### config.mk
export PLATFORM = sky130hd
export DESIGN_NAME = pc_seq_ctrl_flat
export DESIGN_NICKNAME = d
export VERILOG_FILES = /design/src/rtl/pc_seq_ctrl_if.sv /design/src/rtl/pc_seq_ctrl.sv /design/src/flat_wrapper.sv
export SDC_FILE = /design/constraint.sdc
export NUM_CORES = 1
export LEC_CHECK = 0
export CAP_MARGIN = 0
export CORE_ASPECT_RATIO = 2
export CORE_MARGIN = 1.5
export CORE_UTILIZATION = 49
export DETAILED_ROUTE_END_ITERATION = 7
export GPL_TIMING_DRIVEN = 1
export PLACE_DENSITY = 0.87
export SETUP_SLACK_MARGIN = 0.2
export SYNTH_ARGS = -nofsm -noshare
export SYNTH_HDL_FRONTEND = slang
export SYNTH_SLANG_ARGS = --single-unit
### constraint.sdc
create_clock -name clk -period 5.8 [get_ports clk]
set_clock_uncertainty 0.2 [all_clocks]
set_input_delay 0.87 -clock clk [delete_from_list [all_inputs] [get_ports clk]]
set_output_delay 0.87 -clock clk [all_outputs]
set_load 0.005 [all_outputs]
### src/rtl/pc_seq_ctrl_if.sv
// Instruction-fetch handshake between the PC sequencer and instruction memory.
interface pc_seq_ctrl_if;
  logic        req;
  logic [31:0] addr;
  logic        ack;

  modport master (output req, output addr, input ack);
  modport slave  (input req, input addr, output ack);
endinterface

### src/rtl/pc_seq_ctrl.sv
// PC sequencer for the single-cycle RV32 core: fetch handshake, next-PC
// selection (sequential, redirect, trap, mret), trap state and retire counter.
module pc_seq_ctrl #(
  parameter logic [31:0] RESET_VECTOR  = 32'h0000_0000,
  parameter logic [31:0] TRAP_VECTOR   = 32'h0000_0100,
  parameter int unsigned FETCH_TIMEOUT = 16
) (
  input  logic                clk,
  input  logic                reset,
  input  logic [31:0]         pc,
  output logic [31:0]         pc_next,
  output logic                pc_we,
  pc_seq_ctrl_if.master       imem,
  output logic                instr_valid,
  input  logic                stall,
  input  logic                redirect,
  input  logic [31:0]         redirect_target,
  input  logic                trap_req,
  input  logic                mret,
  output logic [31:0]         mepc,
  output logic [3:0]          mcause,
  output logic [31:0]         instret
);

  localparam int unsigned   CNT_W    = 8;
  localparam logic [CNT_W-1:0] CNT_LAST = CNT_W'(FETCH_TIMEOUT - 1);

  localparam logic [3:0] CAUSE_MISALIGN = 4'd0;
  localparam logic [3:0] CAUSE_TIMEOUT  = 4'd1;
  localparam logic [3:0] CAUSE_TRAP     = 4'd2;

  typedef enum logic [1:0] {
    ST_RST   = 2'd0,
    ST_FETCH = 2'd1,
    ST_EXEC  = 2'd2
  } state_t;

  state_t           state_q, state_d;
  logic [31:0]      mepc_q, mepc_d;
  logic [3:0]       mcause_q, mcause_d;
  logic [31:0]      instret_q, instret_d;
  logic [CNT_W-1:0] cnt_q, cnt_d;
  logic             exec_leave;

  // State register and trap/retire bookkeeping
  always_ff @(posedge clk) begin
    if (reset) begin
      state_q   <= ST_RST;
      mepc_q    <= '0;
      mcause_q  <= '0;
      instret_q <= '0;
      cnt_q     <= '0;
    end else begin
      state_q   <= state_d;
      mepc_q    <= mepc_d;
      mcause_q  <= mcause_d;
      instret_q <= instret_d;
      cnt_q     <= cnt_d;
    end
  end

  // Next-state and output decode; the counter only survives uninterrupted FETCH cycles
  always_comb begin
    state_d     = state_q;
    mepc_d      = mepc_q;
    mcause_d    = mcause_q;
    instret_d   = instret_q;
    cnt_d       = '0;
    exec_leave  = 1'b0;
    pc_next     = pc;
    pc_we       = 1'b0;
    imem.req    = 1'b0;
    imem.addr   = '0;
    instr_valid = 1'b0;

    unique case (state_q)
      ST_RST: begin
        pc_we   = 1'b1;
        pc_next = RESET_VECTOR;
        state_d = ST_FETCH;
      end

      ST_FETCH: begin
        imem.req  = 1'b1;
        imem.addr = pc;
        if (imem.ack) begin
          state_d = ST_EXEC;
        end else if (cnt_q == CNT_LAST) begin
          mepc_d   = pc;
          mcause_d = CAUSE_TIMEOUT;
          pc_next  = TRAP_VECTOR;
          pc_we    = 1'b1;
        end else begin
          cnt_d = CNT_W'(cnt_q + 1'b1);
        end
      end

      ST_EXEC: begin
        instr_valid = 1'b1;
        exec_leave  = 1'b1;
        if (trap_req) begin
          mepc_d   = pc;
          mcause_d = CAUSE_TRAP;
          pc_next  = TRAP_VECTOR;
        end else if (mret) begin
          pc_next   = mepc_q;
          instret_d = 32'(instret_q + 32'd1);
        end else if (redirect) begin
          if (redirect_target[1:0] != 2'b00) begin
            mepc_d   = pc;
            mcause_d = CAUSE_MISALIGN;
            pc_next  = TRAP_VECTOR;
          end else begin
            pc_next   = redirect_target;
            instret_d = 32'(instret_q + 32'd1);
          end
        end else if (stall) begin
          exec_leave = 1'b0;
        end else begin
          pc_next   = 32'(pc + 32'd4);
          instret_d = 32'(instret_q + 32'd1);
        end
        if (exec_leave) begin
          pc_we   = 1'b1;
          state_d = ST_FETCH;
        end
      end

      default: state_d = ST_RST;
    endcase

    // Reset forces every output quiet, with pc_reg holding its value
    if (reset) begin
      pc_next     = pc;
      pc_we       = 1'b0;
      imem.req    = 1'b0;
      imem.addr   = '0;
      instr_valid = 1'b0;
    end
  end

  assign mepc    = reset ? 32'd0 : mepc_q;
  assign mcause  = reset ? 4'd0  : mcause_q;
  assign instret = reset ? 32'd0 : instret_q;

endmodule

### src/flat_wrapper.sv
// flat-port wrapper written by rule: the top's interface ports become plain ports
module pc_seq_ctrl_flat 
#(
  parameter logic [31:0] RESET_VECTOR  = 32'h0000_0000,
  parameter logic [31:0] TRAP_VECTOR   = 32'h0000_0100,
  parameter int unsigned FETCH_TIMEOUT = 16
)
  (clk, reset, pc, pc_next, pc_we, instr_valid, stall, redirect, redirect_target, trap_req, mret, mepc, mcause, instret, imem_req, imem_addr, imem_ack);
  pc_seq_ctrl_if imem_i ();
  input  logic clk;
  input  logic reset;
  input  logic [31:0] pc;
  output logic [31:0] pc_next;
  output logic pc_we;
  output logic instr_valid;
  input  logic stall;
  input  logic redirect;
  input  logic [31:0] redirect_target;
  input  logic trap_req;
  input  logic mret;
  output logic [31:0] mepc;
  output logic [3:0] mcause;
  output logic [31:0] instret;
  output wire logic [$bits(imem_i.req)-1:0] imem_req;
  output wire logic [$bits(imem_i.addr)-1:0] imem_addr;
  input wire logic [$bits(imem_i.ack)-1:0] imem_ack;
  assign imem_req = imem_i.req;
  assign imem_addr = imem_i.addr;
  assign imem_i.ack = imem_ack;
  pc_seq_ctrl #(.RESET_VECTOR(RESET_VECTOR), .TRAP_VECTOR(TRAP_VECTOR), .FETCH_TIMEOUT(FETCH_TIMEOUT)) u_core (.clk(clk), .reset(reset), .pc(pc), .pc_next(pc_next), .pc_we(pc_we), .imem(imem_i), .instr_valid(instr_valid), .stall(stall), .redirect(redirect), .redirect_target(redirect_target), .trap_req(trap_req), .mret(mret), .mepc(mepc), .mcause(mcause), .instret(instret));
endmodule
# Word-level counts from Yosys, hierarchy flattened
# Index checks and enable logic that the tools add are counted.
dict set report classes {
  add_sub_neg 3
  n_mul 0
  div_mod_pow 0
  magnitude_cmp 0
  eq_ne 12
  shifts 0
  mux 49
  n_bitwise 2
  reduce_logical 7
}
# op n
set ops {}
lappend ops {{$mux 32} 22}
lappend ops {{$pmux 32 s3} 1}
lappend ops {{$pmux 32 s2} 1}
lappend ops {{$add 32x1->32 const B} 1}
lappend ops {{$add 32x3->32 const B} 1}
lappend ops {{$mux 4} 7}
lappend ops {{$mux 1} 13}
lappend ops {{$ne 3x3->1 const B} 3}
lappend ops {{$add 8x1->8 const B} 1}
lappend ops {{$eq 8x4->1 const B} 1}
lappend ops {{$pmux 4 s2} 1}
lappend ops {{$pmux 2 s3} 1}
lappend ops {{$reduce_and 6->1} 1}
lappend ops {{$mux 2} 2}
lappend ops {{$ne 2x1->1 const B} 2}
lappend ops {{$ne 2x2->1 const B} 2}
lappend ops {{$reduce_and 4->1} 1}
lappend ops {{$reduce_bool 2->1} 2}
lappend ops {{$reduce_or 4->1} 1}
lappend ops {{$ne 3x1->1 const B} 1}
lappend ops {{$ne 3x2->1 const B} 1}
lappend ops {{$pmux 1 s3} 1}
lappend ops {{$eq 2x1->1 const B} 1}
lappend ops {{$eq 2x2->1 const B} 1}
lappend ops {{other kinds (3)} 4}
dict set report word_totals {
  register_bits 78
  latchBits 0
  ramBits 0
  mem_bits_ro 0
  inputBits 71
  out_inout_bits 135
  word_cells 78
  memories 0
}

# Depth between registers and ports, before layout
# Gate-level depths: netlist of run 1.
dict set report depth {
  depth_word 8
  ltp_mapped 8
  ltp_nobuf 6
}

# Least setup slack after synthesis of run 1
# No wires, ideal clock.
dict set report synth_timing {
  path_type {in2out}
  from {in stall}
  to {out pc_next[31]}
  arrival_ps 2504
  required_time_ps 4730
  slack_ps 2226
  cell_stages 6
  path_buffers 1
  path_cell_list {clkbuf_1 > nand4b_1 > nor3_1 > nand3_1 > or4_1 > nand3_1}
}
dict set report synth_between {
  elab_chain_cells 6
}
# element line
set synth_lines {}
lappend synth_lines {{start, declared} flat_wrapper.sv:16} ;# input logic stall;
lappend synth_lines {{$mux 32} pc_seq_ctrl.sv:117} ;# end else if (stall) begin
lappend synth_lines {{$mux 32} pc_seq_ctrl.sv:108} ;# end else if (redirect) begin
lappend synth_lines {{$mux 32} pc_seq_ctrl.sv:105} ;# end else if (mret) begin
lappend synth_lines {{$mux 32} pc_seq_ctrl.sv:101} ;# if (trap_req) begin
lappend synth_lines {{$pmux 32 s3} pc_seq_ctrl.sv:76} ;# unique case (state_q)
lappend synth_lines {{$mux 32} pc_seq_ctrl.sv:133} ;# if (reset) begin
lappend synth_lines {{end, declared} flat_wrapper.sv:13} ;# output logic [31:0] pc_next;
# Every way passes these cells.

# Final worst setup path of run 1
dict set report layout_timing {
  from {in redirect}
  to {out pc_next[18]}
}
dict set report layout_between {
  elab_chain_cells 5
}
# element line
set layout_lines {}
lappend layout_lines {{start, declared} flat_wrapper.sv:17} ;# input logic redirect;
lappend layout_lines {{$mux 32} pc_seq_ctrl.sv:108}
lappend layout_lines {{$mux 32} pc_seq_ctrl.sv:105}
lappend layout_lines {{$mux 32} pc_seq_ctrl.sv:101}
lappend layout_lines {{$pmux 32 s3} pc_seq_ctrl.sv:76}
lappend layout_lines {{$mux 32} pc_seq_ctrl.sv:133}
# Every way passes these cells.

==> summary.md, run 1 <==
| Metric | Value |
|---|---|
| TritonRoute pass-1 iters | `8` |
| Total wire length | `20.5 mm` |
| Actual transition at the worst max-transition pin | `0.934 ns` |
| Outcome | `finished clean` |
| Worst setup path class | `in2out` |
| Vias after detailed routing | `6,366` |
| Number of filler instances in the final layout | `938` |
| Routability Congestion | `0.981` |
| Critical Path Source Type | `primary input` |
| Worst R2R Start | `u_core.state_q[0]` |
| Static leakage power | `0.00286 µW` |
| Dominant cell by count in the synthesized netlist | `nor2_1` |
| Synth Area in Adders | `0.680%` |
| Worst setup slack before clock tree synthesis | `1.06 ns` |
| HPWL after detailed placement | `14.9 mm` |
| Via-to-Cell Ratio | `6.02` |
| Antenna violations before repair | `0` |
| Clock insertion delay at the later pin of the skew report | `0.34 ns` |
| Launch point of the critical path | `redirect` |
| Die H | `153 µm` |
| Sequential fraction of the synthesis area | `27.5%` |
| Die ar. | `0.0120 mm²` |
| Depth of the critical timing path with buffers and inverters included | `8` |
| PostCTS Resize Cnt | `0` |
| DRC violation count after routing | `0` |
| Number of synthesized register bits | `76` |
| Number of setup violations in the final report | `0` |
| Combined area of all synthesized cells | `0.00552 mm²` |
| Area of placed instances | `0.00753 mm²` |
| Vias in the first global route | `5,967` |
| Number of nets with antenna violations after routing | `0` |
| Cell Rows | `54` |
| R2R Setup Slk | `2.56 ns` |
| Area fraction in and, or, nand and nor cells after synthesis | `35.5%` |
| CTS tree | `built` |
| Hold/Removal Path Class | `reg2reg` |
| Dominant cell type by area after synthesis | `dfxtp_1` |
| Worst path setup slack after routing | `0.979 ns` |
| Area Growth Syn to Fin | `42.0%` |
| Max IR drop VDD | `0.000217 V` |
| Mux share of post-synthesis cell area | `6.52%` |
| Count of input and output buffers | `203` |
| Final non-filler cell area | `0.00785 mm²` |
| Net total in the final layout | `986` |
| Initial cell density of the core | `50.5%` |
| Cell type of the slowest stage on the worst timing path | `nor3_1` |
| Area inside the core boundary | `0.0109 mm²` |
| Count of max-cap constraint violations | `0` |
| Cell repeated most along the worst path | `clkdlybuf4s50_1` |
| CTS sink count | `76` |
| Largest net degree at the start of global routing | `78` |
| CP delay by family, top | `simple AND/OR/NAND/NOR gates` |
| Fin. Hold Viols | `0` |
| Total Routing Usage GR | `33.2%` |
| Main combinational cell family by area after synthesis | `simple AND/OR/NAND/NOR gates` |
| Unique cell type count in the Yosys netlist | `72` |
| Count of mapped cells out of synthesis | `741` |
| Cells along the critical path | `clkdlybuf4s50_1 > buf_4 > or2b_2 > nor3_1 > a22o_1 > nand2_1 > o311ai_1 > clkdlybuf4s50_1` |
| Power Density | `180 mW/mm²` |
| Area fraction in compound gates after synthesis | `18.0%` |
| H-tree level count | `3` |
| Maximum clock path buffer count | `2` |
| Number of enable flip-flop cells after synthesis | `0` |
| Area fraction of the dominant cell type after synthesis | `27.5%` |
| First-pass GRT wire length | `31.1 mm` |
| Max transition margin | `37.2%` |
| CTS clock-pin slew for the worst setup and hold paths | `0.06 ns` |
| Total of hold buffers inserted after clock tree synthesis | `0` |
| Ranking of synthesized cells by area | `dfxtp_1 (28%), nor2_1 (7.5%), nor2b_1 (6.8%)` |
| Fraction of synthesized cell area in xor and xnor cells | `4.76%` |
| Setup TNS Final | `0 ns` |
| Wire length per cell | `19.4 µm` |
| Final cycle utilization of the critical path | `83.1%` |
| Buffers inserted by post-CTS timing repair | `0` |
| Hold path start | `u_core.cnt_q[0]` |
| Num CTS Buffers | `9` |
| Reg2reg end | `u_core.instret_q[31]` |
| CP max stage delay | `0.76 ns` |
| Maximum net fanout on the critical path | `13` |
| Asr flop ratio synth | `0%` |
| Total grt overflow | `0` |
| Kind of end point of the critical path | `primary output` |
| Cell at the root of the clock tree | `clkbuf_16` |
| Total buffers and inverters traversed by the critical path | `3` |
| Count of routing violations after the opening detailed-route iteration | `720` |
| Diode insertion count for antenna repair | `0` |
| Depth of the worst hold-timing path | `1` |
| Chip width | `78.1 µm` |
| Synth cell count leaders | `nor2_1 (110), dfxtp_1 (76), nor2b_1 (60), clkbuf_1 (42), and3_1 (39)` |
| Fraction of layout cells with a size suffix above 1 | `4.25%` |
| Required time reported for the critical path endpoint | `4.73 ns` |
| Worst Hold End | `u_core.cnt_q[0]` |
| Syn Area/Cell | `7.45 µm²` |
| WP data arrival | `3.75 ns` |
| Slew Limit Fails | `0` |
| Top FF cell, synth | `dfxtp_1` |
| Yosys warning total | `0` |
| Setup repair after global routing missed its margin | `false` |
| Boundary Pins | `206` |
| Achievable frequency | `0.207 GHz` |
| R2R cell count | `6` |
| Crit path time final | `4.82 ns` |
## sequential cells by signal, indices dropped and copies added, names as in the netlist
name	cells
u_core.cnt_q	8
u_core.instret_q	32
u_core.mcause_q	2
u_core.mepc_q	32
u_core.state_q	2
## placed cells by master (no fill, tap or decap), drive strengths merged, types with 7 or more instances in the layout
cell / netlist / layout
nor2b: 60 / 60
inv: 21 / 21
buf: 10 / 13
a21oi: 39 / 39
nor4: 7 / 7
and4: 7 / 7
nand4: 24 / 24
and3: 39 / 39
nor2: 110 / 110
nand3: 17 / 17
or3: 13 / 13
dfxtp: 76 / 76
a22o: 7 / 7
clkbuf: 46 / 12
clkdlybuf4s50: 0 / 202
xnor2: 10 / 10
and2: 9 / 9
nand2: 38 / 38
o21ai: 47 / 47
mux2i: 36 / 36
o2bb2ai: 10 / 10
xor2: 20 / 20
nor3: 13 / 13
## metrics by stage
step	cells	hold slack (ns)	util (%)	total power [µW]
floorplan	742	0.218	-	658
global placement	1041	0.227	68.8	807
detailed placement	1041	0.242	68.8	809
CTS	1057	0.256	71.7	1410
global route	1057	0.291	71.7	1460
finish	1057	0.252	71.7	1410
## kinds of logic after synthesis
| family | count (synthesis) |
|---|---|
| and+or+nand+nor | 366 |
| other | 1 |
| AOI/OAI and AO/OA | 151 |
| xor gates and xnor gates | 30 |
| muxes | 36 |
| DFF | 76 |
| buffers and inverters | 78 |
| adders and majority gates | 3 |
## metal layers
metal / GRT usage [%] / up-vias / part of all wire, %
li1: - / 2974 / -
met1: 35.3 / 2902 / 35
met2: 58.8 / 388 / 51
met3: 5.91 / 102 / 7.9
met4: 21.0 / 0 / 6.3
met5: 0 / - / 0
## power by group
part | internal (µW) | leakage, µW | switching, µW
registers | 527 | 0.000613 | 4.40
logic | 134 | 0.00210 | 140
clock network | 388 | 0.000153 | 221
total | 1050 | 0.00286 | 365
## cell type report
cell class,instances,area (µm²),area share [%]
Clock buffer,12,246,3.14
Clock inverter,4,72.6,0.925
Tap cell,140,175,2.23
Timing Repair Buffer,215,2120,27.0
Multi-Input combinational cell,588,3630,46.2
Sequential cell,76,1520,19.4
Inverter,22,82.6,1.05
## how the worst max path moves through the flow
| stage | endpoint | slack, ns |
|---|---|---|
| after floorplan | pc_next[31] | 2.23 |
| after global placement | pc_next[18] | 1.14 |
| after detailed placement | pc_next[18] | 1.06 |
| after CTS | pc_next[18] | 1.04 |
| after global routing | pc_next[25] | 0.96 |
| final | pc_next[18] | 0.98 |
Power figures use the tool's default switching activity.
==> inputs of run 2 (changes only) <==
--- a/config.mk
+++ b/config.mk
@@ -8,10 +8,10 @@
 export CAP_MARGIN = 0
 export CORE_ASPECT_RATIO = 2
 export CORE_MARGIN = 1.5
-export CORE_UTILIZATION = 49
+export CORE_UTILIZATION = 41
 export DETAILED_ROUTE_END_ITERATION = 7
 export GPL_TIMING_DRIVEN = 1
-export PLACE_DENSITY = 0.87
+export PLACE_DENSITY = 0.78
 export SETUP_SLACK_MARGIN = 0.2
 export SYNTH_ARGS = -nofsm -noshare
 export SYNTH_HDL_FRONTEND = slang
==> constraint.sdc (replaced) <==
create_clock -name clk -period 4.09 [get_ports clk]
set_clock_uncertainty 0.2 [all_clocks]
set_input_delay 0.6135 -clock clk [delete_from_list [all_inputs] [get_ports clk]]
set_output_delay 0.6135 -clock clk [all_outputs]
set_load 0.005 [all_outputs]
==> run 2 against run 1 <==
Compared with the run above: the run now ends with design-rule violations left; register-to-register slack got worse by 1.5 ns; flip-flop and latch count did not move; final area rose by 5.7%; critical path type unchanged; largest cell class unchanged; highest routed layer unchanged.
==> summary.md, run 2 (synthesized netlist as in run 1, its figures left out) <==
| Metric | Value |
|---|---|
| Die ar. | `0.0142 mm² (was 0.0120 mm²)` |
| DRC violation count after routing | `19 (was 0)` |
| Internal Pwr Total | `1500 µW (was 1050 µW)` |
| Switching part of the total | `27.1% (was 25.8%)` |
| WP data arrival | `3.13 ns (was 3.75 ns)` |
| Vias in the first global route | `6,289 (was 5,967)` |
| Num CTS Buffers | `9 (unchanged)` |
| Count of routing violations after the opening detailed-route iteration | `568 (was 720)` |
| CTS sink count | `76 (unchanged)` |
| Violations in the final reports | `design-rule violations` |
| Total grt overflow | `0 (unchanged)` |
| Total Routing Usage GR | `29.6% (was 33.2%)` |
| Fraction of layout cells with a size suffix above 1 | `10.1% (was 4.25%)` |
| Chip width | `85.1 µm (was 78.1 µm)` |
| Total wire length | `21.8 mm (was 20.5 mm)` |
| Diode insertion count for antenna repair | `0 (unchanged)` |
| R2R cell count | `6 (unchanged)` |
| Proportion of power drawn by the clock network | `42.8% (was 43.1%)` |
| Max transition margin | `47.9% (was 37.2%)` |
| DP Cell Count | `1,095 (was 1,041)` |
| Boundary Pins | `206 (unchanged)` |
| Switching component of the power | `558 µW (was 365 µW)` |
| Setup TNS Final | `0 ns (unchanged)` |
| Area Growth Syn to Fin | `50.2% (was 42.0%)` |
| Depth of the worst hold-timing path | `1 (unchanged)` |
| Maximum net fanout on the critical path | `9 (was 13)` |
| Cell at the root of the clock tree | `clkbuf_16 (unchanged)` |
| Power Total | `2060 µW (was 1410 µW)` |
| Cell Rows | `59 (was 54)` |
| Total of hold buffers inserted after clock tree synthesis | `0 (unchanged)` |
| TritonRoute pass-1 iters | `8 (unchanged)` |
| Area inside the core boundary | `0.0131 mm² (was 0.0109 mm²)` |
| Number of nets with antenna violations after routing | `0 (unchanged)` |
| Setup repair after global routing missed its margin | `true (was false)` |
| HPWL after detailed placement | `16.1 mm (was 14.9 mm)` |
| Count of input and output buffers | `203 (unchanged)` |
| CTS tree | `built (unchanged)` |
| Slew Limit Fails | `0 (unchanged)` |
| Critical Path Source Type | `primary input (unchanged)` |
| Number of setup violations in the final report | `0 (unchanged)` |
| CTS clock-pin slew for the worst setup and hold paths | `0.06 ns (about the same)` |
| H-tree level count | `3 (unchanged)` |
| Clock insertion delay at the later pin of the skew report | `0.34 ns (about the same)` |
| Via-to-Cell Ratio | `5.80 (was 6.02)` |
| Leading registers by flop count | `u_core.instret_q: 32 flops, u_core.mepc_q: 32 flops, u_core.cnt_q: 8 flops (unchanged)` |
| Final non-filler cell area | `0.00830 mm² (was 0.00785 mm²)` |
| Maximum clock path buffer count | `2 (unchanged)` |
| Wire length per cell | `19.5 µm (was 19.4 µm)` |
| Actual transition at the worst max-transition pin | `0.782 ns (was 0.934 ns)` |
| Comb power frac | `20.6% (was 19.4%)` |
| Vias after detailed routing | `6,480 (was 6,366)` |
| Outcome | `finished with violations (was finished clean)` |
| Die H | `167 µm (was 153 µm)` |
| Worst setup path class | `in2out (unchanged)` |
| Antenna violations before repair | `0 (unchanged)` |
| Kind of end point of the critical path | `primary output (unchanged)` |
| Crit path time final | `3.95 ns` |
| Power Density | `248 mW/mm² (was 180 mW/mm²)` |
| Number of filler instances in the final layout | `1,175 (was 938)` |
| Max IR drop VDD | `0.000201 V (was 0.000217 V)` |
| Final cycle utilization of the critical path | `96.5%` |
| Proportion of power drawn by flip-flops and latches | `36.6% (was 37.6%)` |
| Fin. Hold Viols | `0 (unchanged)` |
| Area of placed instances | `0.00786 mm² (was 0.00753 mm²)` |
| Static leakage power | `0.00313 µW (was 0.00286 µW)` |
| Largest net degree at the start of global routing | `82 (was 78)` |
| Commonest non-fill, non-tap cells in the layout | `clkdlybuf4s50_1 (200), nor2_1 (110), dfxtp_1 (76) (was clkdlybuf4s50_1 (202), nor2_1 (110), dfxtp_1 (76))` |
| Achievable frequency | `0.253 GHz` |
| Required time reported for the critical path endpoint | `3.28 ns (was 4.73 ns)` |
| Hold/Removal Path Class | `reg2reg (unchanged)` |
| Net total in the final layout | `1,034 (was 986)` |
| Launch point of the critical path | `trap_req (was redirect)` |
| Routability Congestion | `1.05 (was 0.981)` |
| Hold path start | `u_core.cnt_q[0] (unchanged)` |
| Most common library cell in the layout ignoring fill and taps | `clkdlybuf4s50_1 (unchanged)` |
| Initial cell density of the core | `42.3% (was 50.5%)` |
| Final standard cell count with taps included and fillers excluded | `1,117 (was 1,057)` |
| First-pass GRT wire length | `33.2 mm (was 31.1 mm)` |
| Count of max-cap constraint violations | `0 (unchanged)` |
| Worst R2R Start | `u_core.cnt_q[4] (was u_core.state_q[0])` |
[run 2: cell count changes in the layout (fill, tap and decap cells not counted), moves of 2 or more]
cell	previous run	this run
nor3_1	13	11
inv_6	0	2
clkdlybuf4s50_1	202	200
buf_4	13	61
dlygate4sd2_1	0	2
clkbuf_1	2	0
[run 2: final timing paths]
kind,end,slack [ns]
min,u_core.cnt_q[0],0.25
max,pc_next[21],0.14
min reg2reg,u_core.cnt_q[0],0.25
max reg2reg,u_core.mepc_q[7],1.04
[run 2: layer usage]
layer  global-route usage [%]  wire, µm
met1                     30.7      7590
met2                     54.0     11200
met3                     4.98      1570
met4                     18.2      1380
met5                        0         0
[run 2: area by class of cell]
cell class,count,area [µm²],area share (%)
clock buffers,9,225,2.71
repair buffers,263,2480,29.9
well taps,152,190,2.29
flip-flops and latches,76,1520,18.3
clock inverters,7,98.8,1.19
inverters,22,82.6,0.995
multi-input cells,588,3700,44.6
[run 2: power by group through the flow]
stage	clock (µW)	sequential [µW]	combinational (µW)
finish	881	754	425
global route	928	754	448
CTS	890	753	411
detailed placement	0	770	407
global placement	0	770	405
floorplan	0	768	165
[run 2: what timing repair did]
action / in CTS / in global routing
resized for setup: 8 / 6
buffers inserted: 1 / 5
endpoints found under the setup margin: 21 / 16
pin swaps: 1 / 3
[run 2: worst max-delay path, cell delays in order]
cell and delay (ns):
clkdlybuf4s50_1 0.43, or4b_4 0.59, buf_4 0.21, nor3_1 0.33
a21oi_1 0.14, o2bb2ai_1 0.26, clkdlybuf4s50_1 0.55
[run 2: metrics by stage]
step	setup WS [ns]	utilization, %	hold slack [ns]
floorplan	1.03	-	0.218
global placement	0.0884	60.2	0.230
detailed placement	0.0547	60.2	0.241
CTS	0.207	62.9	0.264
global route	0.0613	63.5	0.292
finish	0.142	63.5	0.255
==> inputs of run 3 (changes only) <==
--- a/config.mk
+++ b/config.mk
@@ -5,9 +5,9 @@
 export SDC_FILE = /design/constraint.sdc
 export NUM_CORES = 1
 export LEC_CHECK = 0
+export ABC_AREA = 0
 export CAP_MARGIN = 0
 export CORE_ASPECT_RATIO = 2
-export CORE_MARGIN = 1.5
 export CORE_UTILIZATION = 41
 export DETAILED_ROUTE_END_ITERATION = 7
 export GPL_TIMING_DRIVEN = 1
==> run 3 against run 2 <==
Compared with the run above: the flow still finishes with violations (design-rule violations); die area shrank 1.8%; critical endpoint is now pc_next[22]; maximum frequency grew 2.9%; total power shrank 2.8%; via count grew 2.1%; cell count is essentially flat; sequential share of layout area is essentially flat; clock power shrank 6.5%; first-iteration DRC count shrank 6.9%; register-to-register slack is essentially flat; worst setup slack gained 0.11 ns; combinational power shrank 0.9%; global-route usage grew 0.10 points.
==> summary.md, run 3 (synthesized netlist as in run 1, its figures left out) <==
| Metric | Value |
|---|---|
| Leading registers by flop count | `u_core.instret_q: 32 flops, u_core.mepc_q: 32 flops, u_core.cnt_q: 8 flops (unchanged)` |
| Number of setup violations in the final report | `0 (unchanged)` |
| Area inside the core boundary | `0.0131 mm² (unchanged)` |
| CTS sink count | `76 (unchanged)` |
| Crit path time final | `3.84 ns (was 3.95 ns)` |
| Boundary Pins | `206 (unchanged)` |
| Power Density | `241 mW/mm² (was 248 mW/mm²)` |
| Hold path start | `u_core.cnt_q[0] (unchanged)` |
| CTS clock-pin slew for the worst setup and hold paths | `0.06 ns (about the same)` |
| Comb power frac | `21.0% (was 20.6%)` |
| Cell at the root of the clock tree | `clkbuf_16 (unchanged)` |
| Die ar. | `0.0140 mm² (was 0.0142 mm²)` |
| Total Routing Usage GR | `29.7% (was 29.6%)` |
| Switching component of the power | `562 µW (was 558 µW)` |
| Initial cell density of the core | `42.3% (unchanged)` |
| Proportion of power drawn by the clock network | `41.2% (was 42.8%)` |
| HPWL after detailed placement | `15.9 mm (was 16.1 mm)` |
| Clock insertion delay at the later pin of the skew report | `0.34 ns (about the same)` |
| Area of placed instances | `0.00784 mm² (was 0.00786 mm²)` |
| Total grt overflow | `0 (unchanged)` |
| Worst setup path class | `in2out (unchanged)` |
| Required time reported for the critical path endpoint | `3.28 ns (about the same)` |
| Cell Rows | `59 (unchanged)` |
| Largest net degree at the start of global routing | `106 (was 82)` |
| Cells along the critical path | `clkdlybuf4s50_1 > nand4_1 > buf_4 > nor4_4 > buf_6 > nand4_1 > mux2i_1 > a221o_1 > clkdlybuf4s50_1 (was clkdlybuf4s50_1 > or4b_4 > buf_4 > nor3_1 > a21oi_1 > o2bb2ai_1 > clkdlybuf4s50_1)` |
| Worst Hold Margin | `0.253 ns (was 0.255 ns)` |
| Wire length per cell | `19.2 µm (was 19.5 µm)` |
| Most common library cell in the layout ignoring fill and taps | `clkdlybuf4s50_1 (unchanged)` |
| Critical Path Source Type | `primary input (unchanged)` |
| R2R Setup Slk | `1.03 ns (was 1.04 ns)` |
| Area taken by flip-flops and latches | `0.00152 mm² (unchanged)` |
| Chip width | `84.1 µm (was 85.1 µm)` |
| Max IR drop VDD | `0.000206 V (was 0.000201 V)` |
| Fraction of layout cells with a size suffix above 1 | `10.1% (about the same)` |
| Routability Congestion | `1.04 (was 1.05)` |
| Final cycle utilization of the critical path | `93.8% (was 96.5%)` |
| Power Total | `2000 µW (was 2060 µW)` |
| Via-to-Cell Ratio | `5.93 (was 5.80)` |
| Launch point of the critical path | `pc[6] (was trap_req)` |
| Maximum clock path buffer count | `2 (unchanged)` |
| Number of filler instances in the final layout | `1,174 (was 1,175)` |
| Number of nets with antenna violations after routing | `0 (unchanged)` |
| Achievable frequency | `0.261 GHz (was 0.253 GHz)` |
| Num CTS Buffers | `9 (unchanged)` |
| Commonest non-fill, non-tap cells in the layout | `clkdlybuf4s50_1 (196), nor2_1 (109), dfxtp_1 (76) (was clkdlybuf4s50_1 (200), nor2_1 (110), dfxtp_1 (76))` |
| Count of input and output buffers | `203 (unchanged)` |
| CP max stage delay | `0.50 ns (was 0.59 ns)` |
| Hold/Removal Path Class | `reg2reg (unchanged)` |
| Internal Pwr Total | `1440 µW (was 1500 µW)` |
| CTS tree | `built (unchanged)` |
| Slew Limit Fails | `0 (unchanged)` |
| WP data arrival | `3.02 ns (was 3.13 ns)` |
| Worst R2R Start | `u_core.state_q[0] (was u_core.cnt_q[4])` |
| CP delay by family, top | `buffers and inverters (unchanged)` |
| H-tree level count | `3 (unchanged)` |
| Final non-filler cell area | `0.00830 mm² (about the same)` |
| Vias after detailed routing | `6,615 (was 6,480)` |
| Worst path setup slack after routing | `0.254 ns (was 0.142 ns)` |
| Setup repair after global routing missed its margin | `true (unchanged)` |
| Violations in the final reports | `design-rule violations (unchanged)` |
| Maximum net fanout on the critical path | `7 (was 9)` |
| Total buffers and inverters traversed by the critical path | `4 (was 3)` |
| Combined area of the multi-input logic cells | `0.00369 mm² (was 0.00370 mm²)` |
| Count of max-cap constraint violations | `0 (unchanged)` |
| Net total in the final layout | `1,033 (was 1,034)` |
| Antenna violations before repair | `0 (unchanged)` |
| Static leakage power | `0.00314 µW (was 0.00313 µW)` |
| Outcome | `finished with violations (unchanged)` |
| First-pass GRT wire length | `32.6 mm (was 33.2 mm)` |
| Kind of end point of the critical path | `primary output (unchanged)` |
| Max transition margin | `32.4% (was 47.9%)` |
| Worst setup slack before clock tree synthesis | `0.116 ns (was 0.0547 ns)` |
| Switching part of the total | `28.1% (was 27.1%)` |
| TritonRoute pass-1 iters | `8 (unchanged)` |
| Total wire length | `21.4 mm (was 21.8 mm)` |
| Cell type of the slowest stage on the worst timing path | `clkdlybuf4s50_1 (was or4b_4)` |
| DRC violation count after routing | `38 (was 19)` |
| Count of routing violations after the opening detailed-route iteration | `529 (was 568)` |
| Proportion of power drawn by flip-flops and latches | `37.8% (was 36.6%)` |
| Vias in the first global route | `6,381 (was 6,289)` |
| Total of hold buffers inserted after clock tree synthesis | `0 (unchanged)` |
| Setup TNS Final | `0 ns (unchanged)` |
| Diode insertion count for antenna repair | `0 (unchanged)` |
| Fin. Hold Viols | `0 (unchanged)` |
| Die H | `166 µm (was 167 µm)` |
| Actual transition at the worst max-transition pin | `1.01 ns (was 0.782 ns)` |
| Area Growth Syn to Fin | `50.3% (was 50.2%)` |
run 3: cell count changes in the layout (fill, tap and decap cells not counted), moves of 2 or more:
| cell | before | now |
|---|---|---|
| buf_4 | 61 | 57 |
| clkdlybuf4s50_1 | 200 | 196 |
| dlymetal6s2s_1 | 0 | 4 |
| buf_12 | 0 | 2 |
| clkinvlp_4 | 1 | 3 |
| nor3_1 | 11 | 13 |
run 3: worst paths after layout:
kind | to | depth (start not counted)
worst max-delay path | pc_next[22] | 9
worst min-delay path | u_core.cnt_q[0] | 1
worst max register to register | u_core.instret_q[31] | 7
worst min register to register | u_core.cnt_q[0] | 1
run 3: worst register-to-register path, stage by stage, from the launching register on:
cell and delay (ns):
dfxtp_1 0.55, buf_4 0.35, nor3b_1 0.38, buf_4 0.19, o21a_1 0.27, nand4_1 0.38, or4_1 0.52, a21oi_1 0.15
run 3: layout make-up:
class / count / area share, %
Clock inverter: 7 / 0.919
Sequential cell: 76 / 18.3
Multi-Input combinational cell: 588 / 44.5
Clock buffer: 9 / 2.71
Timing Repair Buffer: 262 / 30.2
Inverter: 22 / 1.04
Tap cell: 152 / 2.29
run 3: stage by stage:
| step | util, % | instances |
|---|---|---|
| floorplan | - | 742 |
| global placement | 60.0 | 1090 |
| detailed placement | 60.0 | 1090 |
| CTS | 62.5 | 1109 |
| global route | 63.5 | 1116 |
| finish | 63.5 | 1116 |
run 3: power groups by stage:
| stage | clock, µW | combinational (µW) | sequential, µW |
|---|---|---|---|
| 6_report | 824 | 421 | 758 |
| 5_1_grt | 865 | 444 | 758 |
| 4_1_cts | 838 | 404 | 757 |
| 3_5_place_dp | 0 | 400 | 774 |
| 3_3_place_gp | 0 | 399 | 774 |
| 2_1_floorplan | 0 | 165 | 768 |
run 3: per-layer routing:
| metal | global-route usage (%) | wire length [µm] | up-vias |
|---|---|---|---|
| li1 | - | - | 3063 |
| met1 | 29.8 | 7640 | 3079 |
| met2 | 54.0 | 10900 | 378 |
| met3 | 4.52 | 1500 | 95 |
| met4 | 22.7 | 1410 | 0 |
| met5 | 0 | 0 | - |
run 3: repair_timing:
item / CTS / global route
gates cloned: 0 / 0
pin swaps: 2 / 4
setup buffers: 3 / 7
resized for setup: 4 / 15
setup endpoints to repair: 12 / 19
